===== src/rtl/clkdiv_pkg.sv =====
// Shared constants and types for the programmable clock divider.
// Optional feature macro used by the divider: CLKDIV_PCNT_EN (completed-period counter).
package clkdiv_pkg;
  localparam int MIN_DIV         = 2;
  localparam int CNT_W_DEF       = 16;
  localparam int DIV_DEFAULT_DEF = 18;
  localparam int PCNT_W_DEF      = 16;

  typedef logic [CNT_W_DEF-1:0] ratio_t;
endpackage


===== src/rtl/clkdiv_ratio_reg.sv =====
// Ratio shadow registers: validates load requests, holds a pending ratio and
// promotes it to the active ratio on the counter wrap strobe.
module clkdiv_ratio_reg
  import clkdiv_pkg::*;
#(
  parameter int CNT_W       = CNT_W_DEF,
  parameter int DIV_DEFAULT = DIV_DEFAULT_DEF
) (
  input  logic             clk_in,
  input  logic             rst_n,
  input  logic             div_ld,
  input  logic [CNT_W-1:0] div_val,
  input  logic             wrap,
  output logic [CNT_W-1:0] n_active,
  output logic             div_ack,
  output logic             div_err
);

  logic [CNT_W-1:0] r_n;
  logic [CNT_W-1:0] r_pend;
  logic             r_pend_vld;
  logic             r_ack;
  logic             r_err;

  logic w_val_ok;
  logic w_load;
  logic w_apply;

  assign w_val_ok = (div_val >= CNT_W'(MIN_DIV));
  assign w_load   = div_ld & w_val_ok;
  assign w_apply  = wrap & r_pend_vld;

  // A load coinciding with an apply re-arms pending with the new value.
  always_ff @(posedge clk_in or negedge rst_n) begin
    if (!rst_n) begin
      r_n        <= CNT_W'(DIV_DEFAULT);
      r_pend     <= '0;
      r_pend_vld <= 1'b0;
      r_ack      <= 1'b0;
      r_err      <= 1'b0;
    end else begin
      r_ack <= w_apply;
      r_err <= div_ld & ~w_val_ok;
      if (w_apply) begin
        r_n <= r_pend;
      end
      if (w_load) begin
        r_pend     <= div_val;
        r_pend_vld <= 1'b1;
      end else if (w_apply) begin
        r_pend_vld <= 1'b0;
      end
    end
  end

  assign n_active = r_n;
  assign div_ack  = r_ack;
  assign div_err  = r_err;

endmodule


===== src/rtl/clk_divider_prog.sv =====
// Runtime-programmable integer clock divider with registered clk_out and edge ticks.
// Define CLKDIV_PCNT_EN to add the completed-period counter output period_cnt.
module clk_divider_prog
  import clkdiv_pkg::*;
#(
  parameter int CNT_W       = CNT_W_DEF,
  parameter int DIV_DEFAULT = DIV_DEFAULT_DEF,
  parameter int PCNT_W      = PCNT_W_DEF
) (
  input  logic              clk_in,
  input  logic              rst_n,
  input  logic              en,
  input  logic              div_ld,
  input  logic [CNT_W-1:0]  div_val,
  output logic              div_ack,
  output logic              div_err,
  output logic              clk_out,
  output logic              tick_rise,
`ifdef CLKDIV_PCNT_EN
  output logic [PCNT_W-1:0] period_cnt,
`endif
  output logic              tick_fall
);

  logic [CNT_W-1:0] r_cnt;
  logic             r_clk;
  logic             r_rise;
  logic             r_fall;

  logic [CNT_W-1:0] w_n;
  logic [CNT_W-1:0] w_low;
  logic [CNT_W-1:0] w_cnt_next;
  logic             w_last;
  logic             w_wrap;
  logic             w_hi_next;

  clkdiv_ratio_reg #(
    .CNT_W       (CNT_W),
    .DIV_DEFAULT (DIV_DEFAULT)
  ) u_ratio (
    .clk_in   (clk_in),
    .rst_n    (rst_n),
    .div_ld   (div_ld),
    .div_val  (div_val),
    .wrap     (w_wrap),
    .n_active (w_n),
    .div_ack  (div_ack),
    .div_err  (div_err)
  );

  // Low phase is floor(N/2); odd ratios spend the extra cycle high.
  assign w_low      = w_n >> 1;
  assign w_last     = (r_cnt == (w_n - CNT_W'(1)));
  assign w_wrap     = en & w_last;
  assign w_cnt_next = w_last ? '0 : (r_cnt + CNT_W'(1));
  assign w_hi_next  = (w_cnt_next >= w_low);

  always_ff @(posedge clk_in or negedge rst_n) begin
    if (!rst_n) begin
      r_cnt  <= '0;
      r_clk  <= 1'b0;
      r_rise <= 1'b0;
      r_fall <= 1'b0;
    end else if (en) begin
      r_cnt  <= w_cnt_next;
      r_clk  <= w_hi_next;
      r_rise <= w_hi_next & ~r_clk;
      r_fall <= ~w_hi_next & r_clk;
    end else begin
      r_rise <= 1'b0;
      r_fall <= 1'b0;
    end
  end

  assign clk_out   = r_clk;
  assign tick_rise = r_rise;
  assign tick_fall = r_fall;

`ifdef CLKDIV_PCNT_EN
  logic [PCNT_W-1:0] r_pcnt;

  always_ff @(posedge clk_in or negedge rst_n) begin
    if (!rst_n) begin
      r_pcnt <= '0;
    end else if (w_wrap) begin
      r_pcnt <= r_pcnt + PCNT_W'(1);
    end
  end

  assign period_cnt = r_pcnt;
`else
  logic [PCNT_W-1:0] w_unused_pcnt;
  assign w_unused_pcnt = '0;
`endif

endmodule

===== config.mk =====
export PLATFORM = sky130hd
export DESIGN_NAME = clk_divider_prog
export DESIGN_NICKNAME = d
export VERILOG_FILES = /design/src/rtl/clkdiv_pkg.sv /design/src/rtl/clkdiv_ratio_reg.sv /design/src/rtl/clk_divider_prog.sv
export SDC_FILE = /design/constraint.sdc
export NUM_CORES = 1
export LEC_CHECK = 0
export CAP_MARGIN = 20
export CORE_ASPECT_RATIO = 1.75
export CORE_MARGIN = 2
export CORE_UTILIZATION = 40
export DETAILED_ROUTE_END_ITERATION = 8
export GPL_TIMING_DRIVEN = 0
export PLACE_DENSITY_LB_ADDON = 0.08
export SLEW_MARGIN = 25
export SYNTH_ARGS = -nofsm -noshare
export SYNTH_HDL_FRONTEND = slang
export SYNTH_HIERARCHICAL = 1
export SYNTH_SLANG_ARGS = --single-unit

===== constraint.sdc =====
create_clock -name clk_in -period 5.75 [get_ports clk_in]
set_input_delay 1.725 -clock clk_in [delete_from_list [all_inputs] [get_ports clk_in]]
set_output_delay 1.725 -clock clk_in [all_outputs]
set_load 0.02 [all_outputs]

==> qor.csv, run 1 <==
metric;value;unit
outcome;finished clean;
pin count of the biggest net entering global routing;39;
endpoints failing hold;0;
Fmax;215;MHz
commonest non-fill, non-tap cell in the layout;dfrtp_1;
leak pwr;0.00179;µW
asr flop ratio synth;100;%
Clock Pin Slew Worst Setup and Hold Paths;70;ps
Post-Syn Instances;360;
Top Usage Layer GRT;met2;
initial antenna violation count;0;
Clock Path Buffers;2;
via count;2628;
post-route setup TNS;0;ps
synthesized flop and latch total;54;
cell total after placement;502;
routed wire length;7.87;mm
Congestion Overflow GR;0;
Syn. warnings;6;
syn avg cell area;9.87;µm²
worst min-delay path class;reg2reg;
vias in the first global route;2822;
Rel. slew slack;49.9;%
core area;8670;µm²
Pins Over Slew Limit;0;
min cycle time layout;4660;ps
synthesized area;3550;µm²
CP required;5980;ps
first-pass GRT wire length;13.5;mm
clk_skew;3.73;ps
Worst path max stage delay;500;ps
Die X;75.2;µm
DP HPWL;6.22;mm
layout cells sized above 1;17.3;%
Synth Flop Type;dfrtp_1;
Util after Layout;47.5;%
synth top area cells;dfrtp_1 (37%), mux2_2 (7.3%), ha_1 (6.0%);
Starting Density;41.0;%
MaxCap Viol Count;0;
clk_lat worst skew;290;ps
Critical Path Sink Type;flip-flop;
1st-iter DRT viols;119;
Post-CTS Hold Buffers;0;
GR Util met3;2.66;%
Area Overhead vs Synth;16.1;%
commonest cells after routing, fill and taps aside;dfrtp_1 (52), nor2_1 (35), inv_1 (23), clkdlybuf4s50_1 (23), mux2_2 (23);
clock root cell;clkbuf_16;
CTS buffer count;5;
CP startpoint kind;flip-flop;
area share of the largest cell type after synthesis;36.6;%
Non-Filler Instances;510;
Tot Pwr;959;µW
peak supply drop;0.000179;V
pwr dens;233;nW/µm²
count of final setup violators;0;
die area;9680;µm²
M1 GR Usage;19.9;%
sequential-to-total area share from yosys stat;38.1;%
number of synthesized flops with an enable pin;0;
die height;129;µm
Post-Synthesis Net Count;397;
GRT Util Overall;18.4;%
Critical-path top delay cell;nor3b_1;
Pre-antenna DRT Iters;4;
RSZ-0062 raised after global routing;false;
GR Util met2;34.0;%
worst-margin pin slew;751;ps
Inserted Diodes;0;
leading area contributor after synthesis;dfrtp_1;
clk sinks;54;
fin crit share;81.0;%
DRC Markers;0;
num ports;25;
Synth cell types;60;
Arr. time, crit path;4890;ps
most frequent CP cell;ha_1;
wire per inst;15.4;µm
maximum fanout along the worst path;10;
# H-tree levels;2;
global placement routability congestion;0.856;
Hold WS;478;ps
critical path class;reg2reg;
worst-path cell chain;inv_1 -> ha_1 -> nor3b_1 -> nand3_1 -> xnor2_1 -> or4_1 -> a211o_2 -> nor3_4 -> buf_4 -> nor2_1 -> ha_1 -> a2111oi_0 -> a21oi_1 -> o211ai_1 -> nand2_1 -> o21ai_0 -> and4_1;
Layout Nets;429;
Post-DRT Antenna Nets;0;
row count;45;
TritonCTS clock tree;yes;
drt via density;5.15;
Port Buffers;24;
CTS resizes;0;
post-CTS setup buffers;0;
worst paths after layout:
kind | from | to | slack (ps) | cells after the start
worst max-delay path | u_ratio/n_active[0] | tick_fall | 1090 | 17
max in group asynchronous | rst_n | u_ratio/n_active[1] | 3920 | 2
worst max register to register | u_ratio/n_active[0] | tick_fall | 1090 | 17
worst min-delay path | clk_out | tick_rise | 480 | 1
min in group asynchronous | rst_n | r_cnt[3] | 1290 | 1
worst min register to register | clk_out | tick_rise | 480 | 1
Yosys cell counts, drive strengths merged, types with 3 or more instances:
library cell / count
nor3: 20
a21oi: 5
a211oi: 5
nor2: 36
xnor2: 20
nor4: 11
dfrtp: 52
clkbuf: 9
buf: 10
and3: 9
a21o: 3
inv: 23
a22o: 3
nand2: 17
xor2: 12
mux2: 29
nand3: 16
o21a: 3
o21ai: 18
ha: 17
nand4: 4
mux2i: 6
area by class of cell:
cell class | count | area (µm²)
fillers | 872 | 4550
well taps | 117 | 146
plain buffers | 19 | 110
multi-input cells | 263 | 2000
inverters | 24 | 90.1
clock inverters | 2 | 37.5
clock buffers | 6 | 129
repair buffers | 25 | 258
flip-flops and latches | 54 | 1350
state kept, by name, summed over array words and instances (netlist names):
register,count
tick_rise,1
clk_out,1
u_ratio/div_err,1
u_ratio/r_pend,16
u_ratio/r_pend_vld,1
u_ratio/div_ack,1
r_cnt,16
u_ratio/n_active,16
tick_fall,1
cells by family (layout without fill, tap and decap cells):
| kind of cell | after synthesis | in the layout | share of synthesized area (%) |
|---|---|---|---|
| compound gates | 51 | 51 | 9.93 |
| xor+xnor | 32 | 32 | 7.89 |
| fa+ha+maj | 17 | 17 | 5.99 |
| buf+inv | 43 | 76 | 5.64 |
| flops | 54 | 54 | 38.1 |
| mux | 35 | 35 | 11.5 |
| simple gates | 128 | 128 | 20.9 |
critical path: cells and delay by family (launching register included):
kind,cells,cell delay (ps)
buffers and inverters,2,340
adders and majority gates,2,430
and+or+nand+nor,7,1780
DFF,1,450
xor gates and xnor gates,1,190
AOI/OAI and AO/OA,5,1390
stage by stage:
stage / setup slack (ps) / area (µm²)
2_1_floorplan: 1940 / 3550
3_3_place_gp: 1050 / 3940
3_5_place_dp: 1030 / 3960
4_1_cts: 1010 / 4120
5_1_grt: 684 / 4120
6_report: 1090 / 4120
per-layer routing:
layer | share of wire, % | up-vias | wire, µm
met3 | 2.2 | 15 | 172
met4 | 2.7 | 0 | 212
met2 | 56 | 42 | 4400
met5 | 0 | - | 0
li1 | - | 1343 | -
met1 | 39 | 1228 | 3090
power breakdown:
part	internal [µW]	total (µW)	switching, µW
registers	402	418	15.5
logic	91.6	194	102
clock network	206	348	142
total	700	959	259
Power figures use the tool's default switching activity.
==> run 2: changes to the inputs <==
==> constraint.sdc (replaced) <==
create_clock -name clk_in -period 4 [get_ports clk_in]
set_input_delay 1.2 -clock clk_in [delete_from_list [all_inputs] [get_ports clk_in]]
set_output_delay 1.2 -clock clk_in [all_outputs]
set_load 0.02 [all_outputs]
==> run 2 against run 1 <==
  * Worst setup slack worse by 980 ps
  * First-iteration DRC count down 13%
  * Final cell count up 2.2%
  * Sequential power up 44%
  * Clock power up 44%
  * Highest routed layer unchanged
==> qor.csv, run 2 (synthesis results as in run 1) <==
metric;value;unit;change
peak supply drop;0.000255;V;+43%
wire per inst;15.5;µm;+0.71%
Inserted Diodes;0;;unchanged
maximum fanout along the worst path;6;;-4
Pre-antenna DRT Iters;4;;unchanged
GR Util met2;35.8;%;+1.8 points
DRC Markers;0;;unchanged
RSZ-0062 raised after global routing;true;;
endpoints failing hold;0;;unchanged
Critical Path Sink Type;flip-flop;;
outcome;finished clean;;
register area;1360;µm²;about the same
Top Usage Layer GRT;met2;;
Multi-input gate area;2110;µm²;+5.5%
Starting Density;41.0;%;unchanged
Pins Over Slew Limit;0;;unchanged
1st-iter DRT viols;103;;-13%
worst-margin pin slew;628;ps;-122 ps
global placement routability congestion;0.856;;unchanged
CP startpoint kind;flip-flop;;
Port Buffers;24;;unchanged
worst hold path stage count;1;;unchanged
fillcell total;846;;-3.0%
worst min-delay path class;reg2reg;;
RR Startpoint;u_ratio/n_active[0];;
DP HPWL;6.22;mm;unchanged
fin area;4340;µm²;+5.2%
Comb power frac;24.3;%;+4.1 points
Area Overhead vs Synth;22.1;%;
num ports;25;;unchanged
vias in the first global route;2896;;+2.6%
via count;2708;;+3.0%
reg-to-reg slack, setup;110;ps;-980 ps
hold_sp;clk_out;;
clk_lat worst skew;300;ps;about the same
Rel. slew slack;57.7;%;+7.8 points
clock root cell;clkbuf_16;;
Post-CTS Hold Buffers;0;;unchanged
count of final setup violators;0;;unchanged
Clock Path Buffers;2;;unchanged
die area;9680;µm²;unchanged
MaxCap Viol Count;0;;unchanged
M1 GR Usage;20.3;%;+0.35 points
Clock Pin Slew Worst Setup and Hold Paths;70;ps;about the same
CTS buffer count;5;;unchanged
Arr. time, crit path;4120;ps;-770 ps
cell total after placement;502;;unchanged
Layout Nets;440;;+2.6%
P_sw;402;µW;+55%
fin crit share;97.2;%;+16 points
GR Util met3;2.58;%;-0.078 points
CP required;4240;ps;-1740 ps
R2R depth;18;;+1
clk_skew;4.02;ps;+0.287 ps
post-placement cell area;3960;µm²;unchanged
pwr dens;335;nW/µm²;+44%
commonest cells after routing, fill and taps aside;dfrtp_1 (51), nor2_1 (35), clkdlybuf4s50_1 (23), mux2_2 (23), inv_1 (21);;
commonest non-fill, non-tap cell in the layout;dfrtp_1;;
switching part of the total;27.6;%;+0.60 points
internal power;1050;µW;+50%
core area;8670;µm²;unchanged
Non-Filler Instances;521;;+2.2%
drt via density;5.20;;+0.87%
GRT Util Overall;18.9;%;+0.56 points
Post-DRT Antenna Nets;0;;unchanged
pre-CTS WS;-715;ps;-1750 ps
clk sinks;54;;unchanged
Fmax;257;MHz;+20%
TritonCTS clock tree;yes;;
initial antenna violation count;0;;unchanged
critical path class;reg2reg;;
Hold Path End;tick_rise;;
min cycle time layout;3890;ps;-771 ps
Clock Power Share;34.4;%;-1.9 points
die height;129;µm;unchanged
layout cells sized above 1;23.5;%;+6.2 points
Flop pwr share;41.3;%;-2.3 points
row count;45;;unchanged
Die X;75.2;µm;unchanged
routed wire length;8.10;mm;+2.9%
setup ws final;111;ps;-979 ps
RR Endpoint;tick_fall;;
leak pwr;0.00189;µW;+5.7%
first-pass GRT wire length;13.8;mm;+2.7%
Congestion Overflow GR;0;;unchanged
# H-tree levels;2;;unchanged
pin count of the biggest net entering global routing;39;;unchanged
-- run 2: power by group through the flow --
stage,clock [µW],sequential (µW),combinational [µW]
after floorplan,0,603,196
after global placement,0,610,280
after detailed placement,0,611,284
after CTS,516,601,346
after global routing,532,606,387
final,501,600,353
-- run 2: worst max-delay path by stage --
stage | startpoint | to | cells after the start
2_1_floorplan | u_ratio/n_active[0] | tick_fall | 17
3_3_place_gp | u_ratio/n_active[0] | tick_fall | 17
3_5_place_dp | u_ratio/n_active[0] | tick_fall | 17
4_1_cts | u_ratio/n_active[0] | tick_fall | 19
5_1_grt | u_ratio/n_active[0] | clk_out | 18
6_report | u_ratio/n_active[0] | tick_fall | 18
-- run 2: metrics by stage --
step	hold WS [ps]	utilization (%)	TNS [ps]	total power [µW]
final	478	50.0	0	1450
after CTS	484	49.6	0	1460
after global routing	501	50.0	-92.3	1520
after detailed placement	475	45.6	-2090	894
after global placement	463	45.4	-2040	890
after floorplan	459	-	0	799
-- run 2: area by class of cell --
class | instances | area share [%]
Clock buffer | 6 | 2.97
Tap cell | 117 | 3.38
Sequential cell | 54 | 31.2
Buffer | 19 | 2.71
Timing Repair Buffer | 36 | 8.14
Clock inverter | 2 | 0.866
Inverter | 24 | 2.08
Multi-Input combinational cell | 263 | 48.6
-- run 2: critical path, stage by stage (launching register included) --
cell and delay (ps):
dfrtp_2 420, inv_2 70, ha_4 160, nor3b_4 300, nand3_2 130, xnor2_2 180
or4_4 420, a211o_4 310, nor3_4 170, buf_12 150, or2_1 100, ha_1 220
or3b_4 370, o2111ai_2 80, a21oi_2 100, o211ai_1 220, nand2_1 100, o21ai_2 90
and4_1 200
-- run 2: timing repair --
action                                  4_1_cts  5_1_grt
gates resized for setup                      23        3
pin swaps                                    12       18
buffers inserted                              8        3
gates cloned                                  0        0
endpoints found under the setup margin        3        3
-- run 2: layer usage --
metal	vias up	routed length (µm)
met1	1278	3050
met5	-	0
met4	0	234
li1	1366	-
met3	17	205
met2	47	4610
==> run 3: changes to the inputs <==
--- a/config.mk
+++ b/config.mk
@@ -8,7 +8,7 @@
 export CAP_MARGIN = 20
 export CORE_ASPECT_RATIO = 1.75
 export CORE_MARGIN = 2
-export CORE_UTILIZATION = 40
+export CORE_UTILIZATION = 35
 export DETAILED_ROUTE_END_ITERATION = 8
 export GPL_TIMING_DRIVEN = 0
 export PLACE_DENSITY_LB_ADDON = 0.08
==> run 3 against run 2 <==
  * Die area up 14%
  * Non-clock buffer count up 4
  * Sequential share of layout area down 0.39 points
  * Via count up 1.4%
  * Final area up 1.4%
  * First-iteration DRC count down 14%
  * Register-to-register slack about the same
  * Total power down 1.9%
  * Critical path depth down 2
  * Global-route usage down 2.0 points
==> qor.csv, run 3 (synthesis results as in run 1) <==
metric;value;unit;change
Congestion Overflow GR;0;;unchanged
internal power;1010;µW;-3.9%
clk_lat worst skew;300;ps;about the same
GRT Util Overall;16.9;%;-2.0 points
RR Startpoint;u_ratio/n_active[6];;
commonest cells after routing, fill and taps aside;dfrtp_1 (50), nor2_1 (35), clkdlybuf4s50_1 (23), mux2_2 (23), inv_1 (21);;
Non-Filler Instances;533;;+2.3%
num ports;25;;unchanged
crit path from;u_ratio/n_active[6];;
Pre-antenna DRT Iters;4;;unchanged
peak supply drop;0.000230;V;-10%
drt via density;5.15;;-0.92%
P_sw;416;µW;+3.5%
1st-iter DRT viols;89;;-14%
wire per inst;15.8;µm;+1.9%
cell total after placement;510;;+1.6%
fillcell total;977;;+15%
CP required;4230;ps;about the same
global placement routability congestion;0.791;;-7.7%
core area;9850;µm²;+14%
pin count of the biggest net entering global routing;39;;unchanged
routed wire length;8.45;mm;+4.3%
Starting Density;36.1;%;-4.9 points
worst min-delay path class;reg2reg;;
clock root cell;clkbuf_16;;
TritonCTS clock tree;yes;;
DP HPWL;6.59;mm;+5.9%
die area;11000;µm²;+14%
fin area;4400;µm²;+1.4%
Inserted Diodes;0;;unchanged
commonest non-fill, non-tap cell in the layout;dfrtp_1;;
endpoints failing hold;0;;unchanged
Die X;80.2;µm;+6.5%
clk_skew;9.30;ps;+5.28 ps
row count;48;;+6.7%
Fmax;257;MHz;about the same
min cycle time layout;3890;ps;-1.38 ps
Layout Nets;444;;+0.91%
Clock Power Share;33.1;%;-1.3 points
setup ws final;112;ps;+1.38 ps
Hold WS;482;ps;+4.16 ps
die height;137;µm;+6.7%
Port Buffers;24;;unchanged
pre-CTS WS;-839;ps;-124 ps
vias in the first global route;2727;;-5.8%
layout cells sized above 1;25.7;%;+2.2 points
Flop pwr share;42.1;%;+0.8 points
Tot Pwr;1430;µW;-1.9%
clk sinks;54;;unchanged
Area Overhead vs Synth;23.7;%;
Clock Pin Slew Worst Setup and Hold Paths;80;ps;about the same
Critical Path Sink Type;flip-flop;;
MaxCap Viol Count;0;;unchanged
DRC Markers;0;;unchanged
Rel. slew slack;60.5;%;+2.8 points
maximum fanout along the worst path;6;;unchanged
Clock Path Buffers;2;;unchanged
leak pwr;0.00192;µW;+1.4%
RSZ-0062 raised after global routing;true;;
CTS buffer count;5;;unchanged
Comb power frac;24.9;%;+0.6 points
via count;2745;;+1.4%
post-placement cell area;3970;µm²;+0.25%
Post-DRT Antenna Nets;0;;unchanged
count of final setup violators;0;;unchanged
# H-tree levels;2;;unchanged
switching part of the total;29.1;%;+1.5 points
pwr dens;325;nW/µm²;-3.2%
CP startpoint kind;flip-flop;;
initial antenna violation count;0;;unchanged
Pins Over Slew Limit;0;;unchanged
Arr. time, crit path;4120;ps;about the same
critical path class;reg2reg;;
hold_sp;clk_out;;
first-pass GRT wire length;14.0;mm;+1.2%
fin crit share;97.2;%;about the same
worst-margin pin slew;587;ps;-41.3 ps
outcome;finished clean;;
-- run 3: worst max-delay path, cell delays in order (launching register included) --
cell and delay (ps):
dfrtp_2 450, nor4_4 430, nand3_2 140, xnor2_2 160
or4_4 520, a211o_4 310, nor3_4 160, buf_12 150
or2_1 100, ha_1 220, or3b_4 370, o2111ai_2 90
a21oi_2 100, o211ai_1 200, nand2_1 90, o21ai_2 100
and4_1 210
-- run 3: layout make-up --
| cell class | instances | area (µm²) | area share [%] |
|---|---|---|---|
| Multi-Input combinational cell | 263 | 2130 | 48.4 |
| Inverter | 24 | 90.1 | 2.05 |
| Tap cell | 125 | 156 | 3.56 |
| Buffer | 19 | 118 | 2.68 |
| Sequential cell | 54 | 1360 | 30.9 |
| Timing Repair Buffer | 40 | 387 | 8.80 |
| Clock buffer | 6 | 139 | 3.16 |
| Clock inverter | 2 | 20.0 | 0.455 |
-- run 3: worst paths after layout --
path / end / slack [ps] / cells after the start
max in group asynchronous: u_ratio/n_active[1] / 2700 / 2
max reg2reg: tick_fall / 110 / 16
min: tick_rise / 480 / 1
min reg2reg: tick_rise / 480 / 1
max: tick_fall / 110 / 16
min in group asynchronous: r_cnt[3] / 750 / 1
-- run 3: power groups by stage --
stage	clock, µW	combinational (µW)	sequential, µW
after CTS	491	355	601
after detailed placement	0	287	611
after floorplan	0	196	603
after global routing	503	394	605
final	472	355	600
after global placement	0	282	611
-- run 3: repair_timing --
action	4_1_cts	5_1_grt
hold buffers	0	0
gates cloned	0	0
gates resized for setup	25	7
buffers inserted	10	5
pin swaps	14	19
setup endpoints to repair	3	3
-- run 3: stage by stage --
stage                     utilization [%]  setup TNS [ps]
final                                44.6               0
after global routing                 44.6           -54.8
after CTS                            44.0               0
after detailed placement             40.3           -2470
after global placement               40.1           -2260
after floorplan                         -               0
-- run 3: metal layers --
metal  GRT usage [%]  share of wire (%)  up-vias
met5               0                  0        -
met4            6.78                2.8        0
met3            2.03                2.2       14
met2            32.6                 57       42
met1            18.0                 38     1313
li1                -                  -     1376
